[config.mk]
export PLATFORM = sky130hd
export DESIGN_NAME = dac_cmd_responder
export DESIGN_NICKNAME = d
export VERILOG_FILES = /design/src/rtl/dac_cmd_pkg.sv /design/src/rtl/dac_cmd_responder_resp_sender.sv /design/src/rtl/dac_cmd_responder.sv
export SDC_FILE = /design/constraint.sdc
export NUM_CORES = 1
export LEC_CHECK = 0
export CAP_MARGIN = 0
export CORE_AREA = 4 4 210 212
export CTS_CLUSTER_DIAMETER = 100
export DETAILED_ROUTE_END_ITERATION = 10
export DIE_AREA = 0 0 214 216
export GPL_TIMING_DRIVEN = 0
export PLACE_DENSITY = 0.55
export SKIP_CTS_REPAIR_TIMING = 1
export SLEW_MARGIN = 20
export SYNTH_ARGS = -nofsm -noshare
export SYNTH_HDL_FRONTEND = slang
export SYNTH_SLANG_ARGS = --single-unit
[constraint.sdc]
create_clock -name i_clk -period 3.74 [get_ports i_clk]
set_input_delay 0.561 -clock i_clk [delete_from_list [all_inputs] [get_ports i_clk]]
set_output_delay 0.561 -clock i_clk [all_outputs]
set_load 0.1 [all_outputs]
[src/rtl/dac_cmd_pkg.sv]
// Shared command/response encodings for the PS<->DAC command link.
// Imported by both the DAC-side responder and the PS-side command issuer.
package dac_cmd_pkg;

  localparam int unsigned CMD_RUN_PWL   = 0;
  localparam int unsigned CMD_RUN_TRIG  = 1;
  localparam int unsigned CMD_RUN_SHIFT = 2;
  localparam int unsigned CMD_HALT      = 3;
  localparam int unsigned CMD_RST       = 4;

  localparam int unsigned RESP_PWL_RDY  = 0;

  typedef enum logic [2:0] {
    ModeIdle   = 3'd0,
    ModeHalted = 3'd1,
    ModeShift  = 3'd2,
    ModeTrig   = 3'd3,
    ModePwl    = 3'd4
  } gen_mode_t;

endpackage

[src/rtl/dac_cmd_responder_resp_sender.sv]
// Source side of the response handshake: latches a pending flag on any change and
// sends the value current at send time, so changes during a transfer coalesce.
module resp_sender #(
  parameter int unsigned RESP_WIDTH = 2
) (
  input  logic                  i_clk,
  input  logic                  i_rst,
  input  logic [RESP_WIDTH-1:0] i_data,
  input  logic                  i_change,
  input  logic                  i_xfer_rdy,
  input  logic                  i_xfer_done,
  output logic [RESP_WIDTH-1:0] o_resp,
  output logic                  o_resp_valid
);

  typedef enum logic {RIdle, RWait} resp_state_t;

  resp_state_t           r_state, w_state_d;
  logic                  r_pend, w_pend_d;
  logic [RESP_WIDTH-1:0] r_resp, w_resp_d;
  logic                  w_send;

  always_comb begin
    w_state_d = r_state;
    w_resp_d  = r_resp;
    // valid is qualified by rdy in the same cycle, so it can never lead rdy
    w_send    = (r_state == RIdle) && r_pend && i_xfer_rdy;
    unique case (r_state)
      RIdle: begin
        if (w_send) begin
          w_state_d = RWait;
          w_resp_d  = i_data;
        end
      end
      RWait: begin
        if (i_xfer_done) w_state_d = RIdle;
      end
      default: w_state_d = RIdle;
    endcase
    w_pend_d = (r_pend && !w_send) || i_change;
  end

  always_ff @(posedge i_clk) begin
    if (i_rst) begin
      r_state <= RIdle;
      r_pend  <= 1'b0;
      r_resp  <= '0;
    end else begin
      r_state <= w_state_d;
      r_pend  <= w_pend_d;
      r_resp  <= w_resp_d;
    end
  end

  assign o_resp       = w_send ? i_data : r_resp;
  assign o_resp_valid = w_send;

endmodule

[src/rtl/dac_cmd_responder.sv]
// DAC-domain command endpoint: decodes command words into generator mode, seed and
// scale, tracks PWL table readiness and reports readiness changes back to the PS.
module dac_cmd_responder
  import dac_cmd_pkg::*;
#(
  parameter int unsigned CMD_WIDTH     = 5,
  parameter int unsigned RESP_WIDTH    = 2,
  parameter int unsigned SAMPLE_WIDTH  = 16,
  parameter int unsigned BATCH_SAMPLES = 16,
  parameter int unsigned BATCH_WIDTH   = SAMPLE_WIDTH * BATCH_SAMPLES,
  parameter int unsigned SCALE_WIDTH   = $clog2(SAMPLE_WIDTH)
) (
  input  logic                                     i_clk,
  input  logic                                     i_rst,
  input  logic [BATCH_WIDTH+SCALE_WIDTH+CMD_WIDTH-1:0] i_ps_cmd,
  input  logic                                     i_valid_cmd,
  input  logic                                     i_pwl_load_start,
  input  logic                                     i_pwl_load_done,
  output gen_mode_t                                o_mode,
  output logic                                     o_mode_start,
  output logic                                     o_gen_rst,
  output logic [BATCH_WIDTH-1:0]                   o_seed,
  output logic [SCALE_WIDTH-1:0]                   o_scale_factor,
  output logic                                     o_pwl_rdy,
  output logic                                     o_cmd_err,
  output logic [RESP_WIDTH-1:0]                    o_resp,
  output logic                                     o_resp_valid,
  input  logic                                     i_resp_xfer_rdy,
  input  logic                                     i_resp_xfer_done
);

  gen_mode_t              r_mode, w_mode_d;
  logic [BATCH_WIDTH-1:0] r_seed, w_seed_d;
  logic [SCALE_WIDTH-1:0] r_scale, w_scale_d;
  logic                   r_pwl_rdy, w_pwl_rdy_d;
  logic                   r_mode_start, w_mode_start_d;
  logic                   r_gen_rst, w_gen_rst_d;
  logic                   r_cmd_err, w_cmd_err_d;

  logic [CMD_WIDTH-1:0]   w_cmd;
  logic [BATCH_WIDTH-1:0] w_seed_f;
  logic [SCALE_WIDTH-1:0] w_scale_f;
  logic [RESP_WIDTH-1:0]  w_resp_data;
  logic                   w_pwl_change;

  assign w_cmd     = i_ps_cmd[CMD_WIDTH-1:0];
  assign w_seed_f  = i_ps_cmd[CMD_WIDTH +: BATCH_WIDTH];
  assign w_scale_f = i_ps_cmd[CMD_WIDTH+BATCH_WIDTH +: SCALE_WIDTH];

  always_comb begin
    w_mode_d       = r_mode;
    w_seed_d       = r_seed;
    w_scale_d      = r_scale;
    w_pwl_rdy_d    = r_pwl_rdy;
    w_mode_start_d = 1'b0;
    w_gen_rst_d    = 1'b0;
    w_cmd_err_d    = 1'b0;

    if (i_pwl_load_done)  w_pwl_rdy_d = 1'b1;
    if (i_pwl_load_start) w_pwl_rdy_d = 1'b0;

    if (i_valid_cmd) begin
      w_scale_d = w_scale_f;
      if (w_cmd[CMD_RST]) begin
        w_mode_d    = ModeIdle;
        w_gen_rst_d = 1'b1;
        w_pwl_rdy_d = 1'b0;
        w_seed_d    = '0;
      end else if (w_cmd[CMD_HALT]) begin
        w_mode_d = ModeHalted;
      end else if (w_cmd[CMD_RUN_PWL]) begin
        if (r_pwl_rdy) begin
          w_mode_d       = ModePwl;
          w_mode_start_d = 1'b1;
        end else begin
          w_cmd_err_d = 1'b1;
        end
      end else if (w_cmd[CMD_RUN_SHIFT]) begin
        w_seed_d       = w_seed_f;
        w_mode_d       = ModeShift;
        w_mode_start_d = 1'b1;
      end else if (w_cmd[CMD_RUN_TRIG]) begin
        w_mode_d       = ModeTrig;
        w_mode_start_d = 1'b1;
      end
    end

    // A table rewrite must never be played, even if PWL was just requested.
    if (i_pwl_load_start && (w_mode_d == ModePwl)) begin
      w_mode_d       = ModeHalted;
      w_mode_start_d = 1'b0;
    end

    w_pwl_change              = (w_pwl_rdy_d != r_pwl_rdy);
    w_resp_data               = '0;
    w_resp_data[RESP_PWL_RDY] = r_pwl_rdy;
  end

  always_ff @(posedge i_clk) begin
    if (i_rst) begin
      r_mode       <= ModeIdle;
      r_seed       <= '0;
      r_scale      <= '0;
      r_pwl_rdy    <= 1'b0;
      r_mode_start <= 1'b0;
      r_gen_rst    <= 1'b0;
      r_cmd_err    <= 1'b0;
    end else begin
      r_mode       <= w_mode_d;
      r_seed       <= w_seed_d;
      r_scale      <= w_scale_d;
      r_pwl_rdy    <= w_pwl_rdy_d;
      r_mode_start <= w_mode_start_d;
      r_gen_rst    <= w_gen_rst_d;
      r_cmd_err    <= w_cmd_err_d;
    end
  end

  resp_sender #(
    .RESP_WIDTH (RESP_WIDTH)
  ) u_resp_sender (
    .i_clk        (i_clk),
    .i_rst        (i_rst),
    .i_data       (w_resp_data),
    .i_change     (w_pwl_change),
    .i_xfer_rdy   (i_resp_xfer_rdy),
    .i_xfer_done  (i_resp_xfer_done),
    .o_resp       (o_resp),
    .o_resp_valid (o_resp_valid)
  );

  assign o_mode         = r_mode;
  assign o_seed         = r_seed;
  assign o_scale_factor = r_scale;
  assign o_pwl_rdy      = r_pwl_rdy;
  assign o_mode_start   = r_mode_start;
  assign o_gen_rst      = r_gen_rst;
  assign o_cmd_err      = r_cmd_err;

endmodule
Word-level counts from Yosys, hierarchy flattened --
Index checks and enable logic that the tools add are counted.
Storage, ports and cells: register bits after elaboration 271, input bits 272, output and inout bits 270, logic and storage cells 56
Cells by class: eq/ne operators 4, muxes and demuxes 26, bitwise operators 3, reductions and logical operators 12
Operators with widths (number):
- two-way mux 256 bit | 4
- two-way mux 3 bit | 7
- two-way mux 1 bit | 13
- OR reduction 5 bit | 2
- logical AND 1 bit | 4
- inequality test 2 x 1 -> 1 bit, second input constant | 2
- AND reduction 4 bit | 1
- OR reduction 2 bit | 2
- equality test 3 bit, second input constant | 1
- inverter 1 bit | 3
- two-way mux 2 bit | 1
- case mux 1 bit (2 select lines) | 1
- nonzero test 2 bit | 1
- logical NOT 1 bit | 1
- logical OR 1 bit | 1
- inequality test 1 bit | 1

Depth between registers and ports, before layout --
Gate-level depths: netlist of the first run.
depth after elaboration 9, depth in mapped cells 7, gate-level depth less buffers 4

Hierarchy --
Synthesis of the first run repeated with hierarchy kept, for this count alone.
Unflattened totals: cells, all modules 930, area total of the unflattened synthesis 9130.0 sq um
By module, submodules not included:
- dac_cmd_responder | instances 1, cells an instance 915, area an instance 8939.8 sq um, seq. area each 5345.1 sq um
- resp_sender | instances 1, cells an instance 15, area an instance 190.2 sq um, seq. area each 80.1 sq um

Worst setup path before layout of the first run --
Ideal clock, no wire load.
path type register to output, start register r_pwl_rdy (netlist: o_pwl_rdy), end output o_resp[0], arrival 1708 ps, required time 3179 ps, path slack 1471 ps, stages on the path, launching flop included 2, buffers on the path 0, cells stage by stage dfxtp_1 mux2_2
Between the ends: cells in the longest elaborated chain, start to end 1
Ends and longest elaborated chain:
- start, declared | RTL line dac_cmd_responder.sv:35 | logic r_pwl_rdy, w_pwl_rdy_d;
- start signal, assigned | RTL line dac_cmd_responder.sv:112 | r_pwl_rdy <= w_pwl_rdy_d;
- two-way mux 2 bit | RTL line dac_cmd_responder_resp_sender.sv:55 | assign o_resp = w_send ? i_data : r_resp;
- end, declared | RTL line dac_cmd_responder.sv:26 | output logic [RESP_WIDTH-1:0] o_resp,
No other way between the ends.

Final worst setup path of the first run --
start input i_resp_xfer_rdy, end output o_resp[0]
Between the ends: cells in the longest elaborated chain, start to end 2
Ends and longest elaborated chain:
- start, declared | RTL line dac_cmd_responder.sv:28 | input logic i_resp_xfer_rdy,
- logical AND 1 bit | RTL line dac_cmd_responder_resp_sender.sv:27 | w_send = (r_state == RIdle) && r_pend && i_xfer_rdy;
- two-way mux 2 bit | RTL line dac_cmd_responder_resp_sender.sv:55
No other way between the ends.

==> reports/qor.txt, run 1 <==
number of buffers created by CTS -> 31
multi-input logic area -> 3230 um2
Final min period -> 3.20 ns
syn nets -> 1202
Synth Flop Type -> dfxtp_1
P_sw -> 1710 uW
routability congestion estimate -> 0.803
combinational power share -> 12.5%
sequential power share -> 42.9%
Worst Setup Path Type -> input port to output port
DRT Wirelength -> 39400 um
fill cell count -> 4223
cell internal pwr -> 5140 uW
min-delay worst type -> input port to register
met3 GRT Util -> 5.57%
core box area -> 41900 um2
Synth cell types -> 32
pwr dens -> 420 nW/um2
Residual DRC -> 0
Register Area -> 5430 um2
Reg clk slew, reported paths -> 0.07 ns
dpl cell area -> 15300 um2
Clock Latency Late Sink -> 0.56 ns
area of the mapped netlist -> 9230 um2
crit share post-route -> 85.5%
setup tns final -> 0 ns
Total Die Area -> 46200 um2
fmax -> 0.313 GHz
Max transition margin -> 27.8%
port bufs -> 539
actual slew at the worst max-slew pin -> 1.08 ns
met1 Use GR -> 18.7%
number of cell rows -> 75
Critical Path End Type -> output port
crit path max fanout -> 5
Worst path slowest cell -> clkdlybuf4s50_1
Final Hold Vio Count -> 0
Tot GR Track Use -> 16.0%
Clk pwr share -> 44.6%
GR Util met2 -> 28.3%
RSZ-0062 raised after global routing -> false
Fin Clk Skew -> 0.00672 ns
largest net degree at the start of global routing -> 16
Pre-Repair DR Iteration Count -> 5
EDFF count, synth -> 0
CP Buf/Inv Count -> 2
post-synthesis sequential area ratio -> 58.8%
share of layout cells above drive strength 1 -> 7.09%
Crit Reg-Reg Startpoint -> o_pwl_rdy
area leader, netlist -> dfxtp_1
largest stage delay on the critical path -> 1.17 ns
initial antenna violation count -> 1
starting density of the core -> 22.0%
initial drt markers -> 538
area added between synthesis and finish -> 76.9%
outcome -> completed
Max-Cap Viols -> 0
Worst Path Arrival -> 2.64 ns
Yosys top cell area share -> 58.8%
maximum clock path buffer count -> 3
CP cell instances -> clkdlybuf4s50_1, nand3b_1, mux2_2, clkdlybuf4s50_1
Yosys reg bits -> 271
Area contributors post-synth -> dfxtp_1, a22oi_1, nor2_1
DIE WIDTH -> 214 um
first-pass GRT wire length -> 58600 um
CP startpoint -> i_resp_xfer_rdy
hold_sp -> i_ps_cmd[0]
root buf cell -> clkbuf_16
leakage power -> 0.00582 uW
Max IR drop VDD -> 0.325 mV
height of the die -> 216 um
GR Overflow Total -> 0
Pins Over Slew Limit -> 0
Num Clock Sinks -> 271
mean area per synthesized cell -> 9.93 um2
num ports -> 542
Post-DP HPWL -> 30600 um
Top delay family on crit path -> buffers and inverters
# setup viols final -> 0
Vias/cell -> 4.49
via count -> 9271
Switching Share -> 25.0%
ys async rst share -> 0%
CTS tree -> done
number of global-route vias before repair -> 9394
# nets final -> 1774
synthesized instance count -> 930
GR peak layer -> met2
Design Area, Final -> 16300 um2
Worst EP required -> 3.18 ns
Most Frequent Cell on Critical Path -> clkdlybuf4s50_1
WL/cell -> 19.1 um
remaining antenna violation count -> 0
H-Tree Level Count -> 1
Synthesis Warnings -> 0
startpoint types -> input port
-- power groups by stage --
stage	Clock, uW	Combinational [uW]	Sequential [uW]
final	3060	856	2940
after global routing	3260	903	2940
after CTS	3160	864	2940
after detailed placement	0	860	3000
after global placement	0	858	3000
after floorplan	0	180	3240
-- worst min-delay path, cell delays in order --
cell and delay [ns]:
buf_2 0.16, nand2b_1 0.10, nor2b_1 0.04
-- state kept, by name (all words and copies together), names as in the netlist --
name / count
o_mode_start: 1
u_resp_sender.r_resp: 2
u_resp_sender.r_pend: 1
o_mode: 3
o_seed: 256
o_pwl_rdy: 1
o_scale_factor: 4
o_gen_rst: 1
o_cmd_err: 1
u_resp_sender.r_state: 1
-- synthesized netlist by cell type (2+ instances only) --
master	instances
nor2_1	265
mux2i_1	6
nor2b_1	5
a21o_1	2
clkbuf_1	31
nand3_1	3
a21oi_1	4
nand2b_1	2
nand2_1	4
buf_4	4
dfxtp_1	271
a22oi_1	256
inv_1	3
nor3b_1	2
o21ai_0	2
buf_2	31
buf_6	23
o311ai_0	2
-- path summary, 6_finish.rpt --
kind	slack [ns]	to	cells after the start
min	0.36	o_cmd_err	3
max reg2reg	2.46	o_mode[2]	4
min reg2reg	0.46	u_resp_sender.r_pend	2
max	0.54	o_resp[0]	4
-- kinds of logic after synthesis --
group           count (synthesis)  synth area share (%)
simple gates                  287                  12.2
flops                         271                  58.8
buf+inv                        92                  6.19
mux                             7                 0.773
compound gates                273                  22.1
-- through the flow --
stage,std cells,utilization (%),power (uW),hold slack [ns],setup slack (ns)
after detailed placement,2008,36.5,3870,0.454,0.549
after global placement,2008,36.5,3860,0.452,0.535
final,2064,38.9,6850,0.356,0.542
after CTS,2063,38.9,6960,0.325,0.542
after floorplan,930,-,3420,0.432,1.47
after global routing,2064,38.9,7110,0.355,0.465
-- per-layer routing --
layer | up-vias | routed length [um]
met2 | 380 | 19400
met1 | 4380 | 16000
met4 | 0 | 892
li1 | 4459 | -
met5 | - | 0
met3 | 52 | 3170
-- placed cells by master (no fill, tap or decap), types with 2 or more instances in the layout --
cell             netlist  final
buf_4                  4      4
buf_2                 31     32
nand2_1                4      4
nand2b_1               2      2
nor3b_1                2      2
clkbuf_16              0     31
a21o_1                 2      2
clkdlybuf4s50_1        0    538
nor2_1               265    265
nand3_1                3      3
bufinv_16              0      2
dfxtp_1              271    271
o311ai_0               2      2
mux2i_1                6      6
clkbuf_8               0     10
a22oi_1              256    256
buf_6                 23     23
a21oi_1                4      4
nor2b_1                5      5
clkbuf_1              31     38
clkinv_2               0      3
inv_1                  3      3
o21ai_0                2      2
-- cell type report --
cell class                      instances  area share (%)
Multi-Input combinational cell        567            19.8
Antenna cell                            1          0.0153
Buffer                                 89            3.43
Sequential cell                       271            33.2
Inverter                                3          0.0690
Tap cell                              539            4.13
Timing Repair Buffer                  539            33.0
Clock buffer                           48            5.75
Clock inverter                          7           0.567
(Power assumes the default switching activity.)
==> run 2: changes to the inputs <==
==> constraint.sdc (replaced) <==
create_clock -name i_clk -period 3.74 [get_ports i_clk]
set_input_delay 0.748 -clock i_clk [delete_from_list [all_inputs] [get_ports i_clk]]
set_output_delay 0.748 -clock i_clk [all_outputs]
set_load 0.1 [all_outputs]
==> results of run 2 <==
Same layout as run 1 (identical final DEF). Status: completed.
Among the figures that moved: setup slack after placement 0.549 ns -> 0.175 ns; clock-pin slew on the worst setup and hold paths 0.07 ns -> 0.06 ns; setup slack after layout 0.542 ns -> 0.168 ns; hold slack 0.356 ns -> 0.460 ns; end point of the worst hold path o_cmd_err -> u_resp_sender.r_pend
==> run 3: changes to the inputs <==
--- a/config.mk
+++ b/config.mk
@@ -6,12 +6,12 @@
 export NUM_CORES = 1
 export LEC_CHECK = 0
 export CAP_MARGIN = 0
-export CORE_AREA = 4 4 210 212
+export CORE_AREA = 4 4 209 211
 export CTS_CLUSTER_DIAMETER = 100
 export DETAILED_ROUTE_END_ITERATION = 10
-export DIE_AREA = 0 0 214 216
+export DIE_AREA = 0 0 213 215
 export GPL_TIMING_DRIVEN = 0
-export PLACE_DENSITY = 0.55
+export PLACE_DENSITY = 0.56
 export SKIP_CTS_REPAIR_TIMING = 1
 export SLEW_MARGIN = 20
 export SYNTH_ARGS = -nofsm -noshare
==> constraint.sdc (replaced) <==
create_clock -name i_clk -period 3.68 [get_ports i_clk]
set_input_delay 0.736 -clock i_clk [delete_from_list [all_inputs] [get_ports i_clk]]
set_output_delay 0.736 -clock i_clk [all_outputs]
set_load 0.1 [all_outputs]
==> run 3 against run 2 <==
Compared with the run above:
- non-clock buffer count did not move
- global-route usage shrank 0.28 points
- register-to-register slack worse by 0.12 ns
- via count is 0.15% lower
- sequential cell count stayed put
- clock skew shrank 0.0033 ns
- cell count down 0.24%
- wire length shrank 1.3%
- combinational power is 2% higher
- count of clock-buffer cells in the layout fell by 4
- die area fell by 0.93%
==> reports/qor.txt, run 3 (same netlist as run 1, synthesis figures left out) <==
Worst Setup Path Type -> input port to output port
share of layout cells above drive strength 1 -> 6.65% (-0.44 points)
Total Die Area -> 45800 um2 (-0.93%)
Clock Latency Late Sink -> 0.55 ns (about the same)
Most Frequent Cell on Critical Path -> clkdlybuf4s50_1
setup tns final -> 0 ns (unchanged)
Post-DP HPWL -> 30200 um (-1.4%)
root buf cell -> clkbuf_16
leakage power -> 0.00577 uW (-0.78%)
Max transition margin -> 29.2% (+1.5 points)
Fin Clk Skew -> 0.00339 ns (-0.00332 ns)
startpoint types -> input port
via count -> 9257 (-0.15%)
fill cell count -> 4139 (-2.0%)
hold depth -> 2
port bufs -> 539 (unchanged)
GR Overflow Total -> 0 (unchanged)
RR Endpoint -> o_mode[0]
# setup viols final -> 0 (unchanged)
fmax -> 0.280 GHz
Residual DRC -> 0 (unchanged)
first-pass GRT wire length -> 57100 um (-2.7%)
CP cell instances -> clkdlybuf4s50_1, nand3b_1, mux2_2, clkdlybuf4s50_1
pwr dens -> 419 nW/um2 (-0.25%)
Pre-Repair DR Iteration Count -> 5 (unchanged)
crit path max fanout -> 5 (unchanged)
placed cells -> 2008 (unchanged)
outcome -> completed
crit share post-route -> 97.0%
DIE WIDTH -> 213 um (-0.47%)
Final Util -> 38.9% (about the same)
Register Area -> 5430 um2 (unchanged)
height of the die -> 215 um (-0.46%)
Max IR drop VDD -> 0.314 mV (-3.2%)
most common cell after layout, fill and taps aside -> clkdlybuf4s50_1
largest stage delay on the critical path -> 1.16 ns (about the same)
Worst Path Arrival -> 2.83 ns
worst hold endpoint -> u_resp_sender.r_pend
core box area -> 41800 um2 (-0.45%)
max layer used -> met4
CTS tree -> done
Pins Over Slew Limit -> 0 (unchanged)
Num Clock Sinks -> 271 (unchanged)
initial drt markers -> 471 (-12%)
FF-to-FF path depth -> 4 (unchanged)
commonest cells after routing, fill and taps aside -> clkdlybuf4s50_1, dfxtp_1, nor2_1, a22oi_1, clkbuf_1
starting density of the core -> 22.1% (+0.099 points)
largest net degree at the start of global routing -> 15 (-1)
routed length on met2 -> 18500 um (-4.6%)
number of cell rows -> 75 (unchanged)
initial antenna violation count -> 1 (unchanged)
WL/cell -> 18.9 um (-1.0%)
RSZ-0062 raised after global routing -> false
DRT Wirelength -> 38900 um (-1.3%)
number of global-route vias before repair -> 9517 (+1.3%)
Tot GR Track Use -> 15.7% (-0.28 points)
Reg clk slew, reported paths -> 0.06 ns
max reg flops -> 256 (unchanged)
remaining antenna violation count -> 0 (unchanged)
Final Hold Vio Count -> 0 (unchanged)
multi-input logic area -> 3230 um2 (unchanged)
Final min period -> 3.57 ns
Top delay family on crit path -> buffers and inverters
area added between synthesis and finish -> 76.1%
num ports -> 542 (unchanged)
CP Buf/Inv Count -> 2 (unchanged)
Worst R2R Setup Slack -> 2.34 ns (-0.12 ns)
Layout Cells excl Fill -> 2059 (-0.24%)
Worst EP required -> 2.94 ns
Worst path slowest cell -> clkdlybuf4s50_1
Max-Cap Viols -> 0 (unchanged)
Critical Path End Type -> output port
H-Tree Level Count -> 1 (unchanged)
maximum clock path buffer count -> 3 (unchanged)
WL met3 -> 3600 um (+13%)
# nets final -> 1773 (-0.056%)
actual slew at the worst max-slew pin -> 1.06 ns (-0.0219 ns)
min-delay worst type -> register to register
routability congestion estimate -> 0.799 (-0.50%)
Vias/cell -> 4.50 (about the same)
hold_sp -> u_resp_sender.r_pend
Crit Reg-Reg Startpoint -> o_pwl_rdy
number of buffers created by CTS -> 30 (-3.2%)
Metal-1 WL -> 15700 um (-2.2%)
-- run 3: how the worst max path moves through the flow --
stage	startpoint	end	slack (ns)	cells after the start
2_1_floorplan	o_pwl_rdy	o_resp[0]	1.24	1
3_3_place_gp	i_resp_xfer_rdy	o_resp[0]	0.11	4
3_5_place_dp	i_resp_xfer_rdy	o_resp[0]	0.11	4
4_1_cts	i_resp_xfer_rdy	o_resp[0]	0.11	4
5_1_grt	i_resp_xfer_rdy	o_resp[0]	0.05	4
6_report	i_resp_xfer_rdy	o_resp[0]	0.11	4
-- run 3: cell type report --
type | instances | share of cell area (%)
clock inverter | 6 | 0.508
multi-input combinational | 567 | 19.9
tap | 539 | 4.15
timing repair buffer | 539 | 33.2
antenna | 1 | 0.0154
sequential | 271 | 33.4
buffer | 89 | 3.45
inverter | 3 | 0.0693
clock buffer | 44 | 5.38
-- run 3: report_power, final --
part / switching, uW / internal [uW]
Combinational: 495 / 377
Sequential: 20.4 / 2970
Clock: 1180 / 1760
Total: 1700 / 5110
-- run 3: layer usage --
layer,vias up,GRT usage [%]
met5,-,0
met4,0,5.33
met3,66,4.94
met2,403,27.3
met1,4337,18.3
li1,4451,-
-- run 3: worst register-to-register path, stage by stage (launching register included) --
cell     delay [ns]
dfxtp_1        0.51
mux2i_1        0.13
o31a_1         0.24
o21ai_0        0.18
o22ai_1        0.15
-- run 3: per-stage QoR --
| stage | hold slack, ns | instance area (um2) | setup slack (ns) | power, uW |
|---|---|---|---|---|
| 2_1_floorplan | 0.432 | 9230 | 1.24 | 3480 |
| 3_3_place_gp | 0.449 | 15300 | 0.113 | 3930 |
| 3_5_place_dp | 0.447 | 15300 | 0.111 | 3930 |
| 4_1_cts | 0.454 | 16300 | 0.108 | 6910 |
| 5_1_grt | 0.480 | 16300 | 0.0521 | 7070 |
| 6_report | 0.454 | 16300 | 0.109 | 6810 |
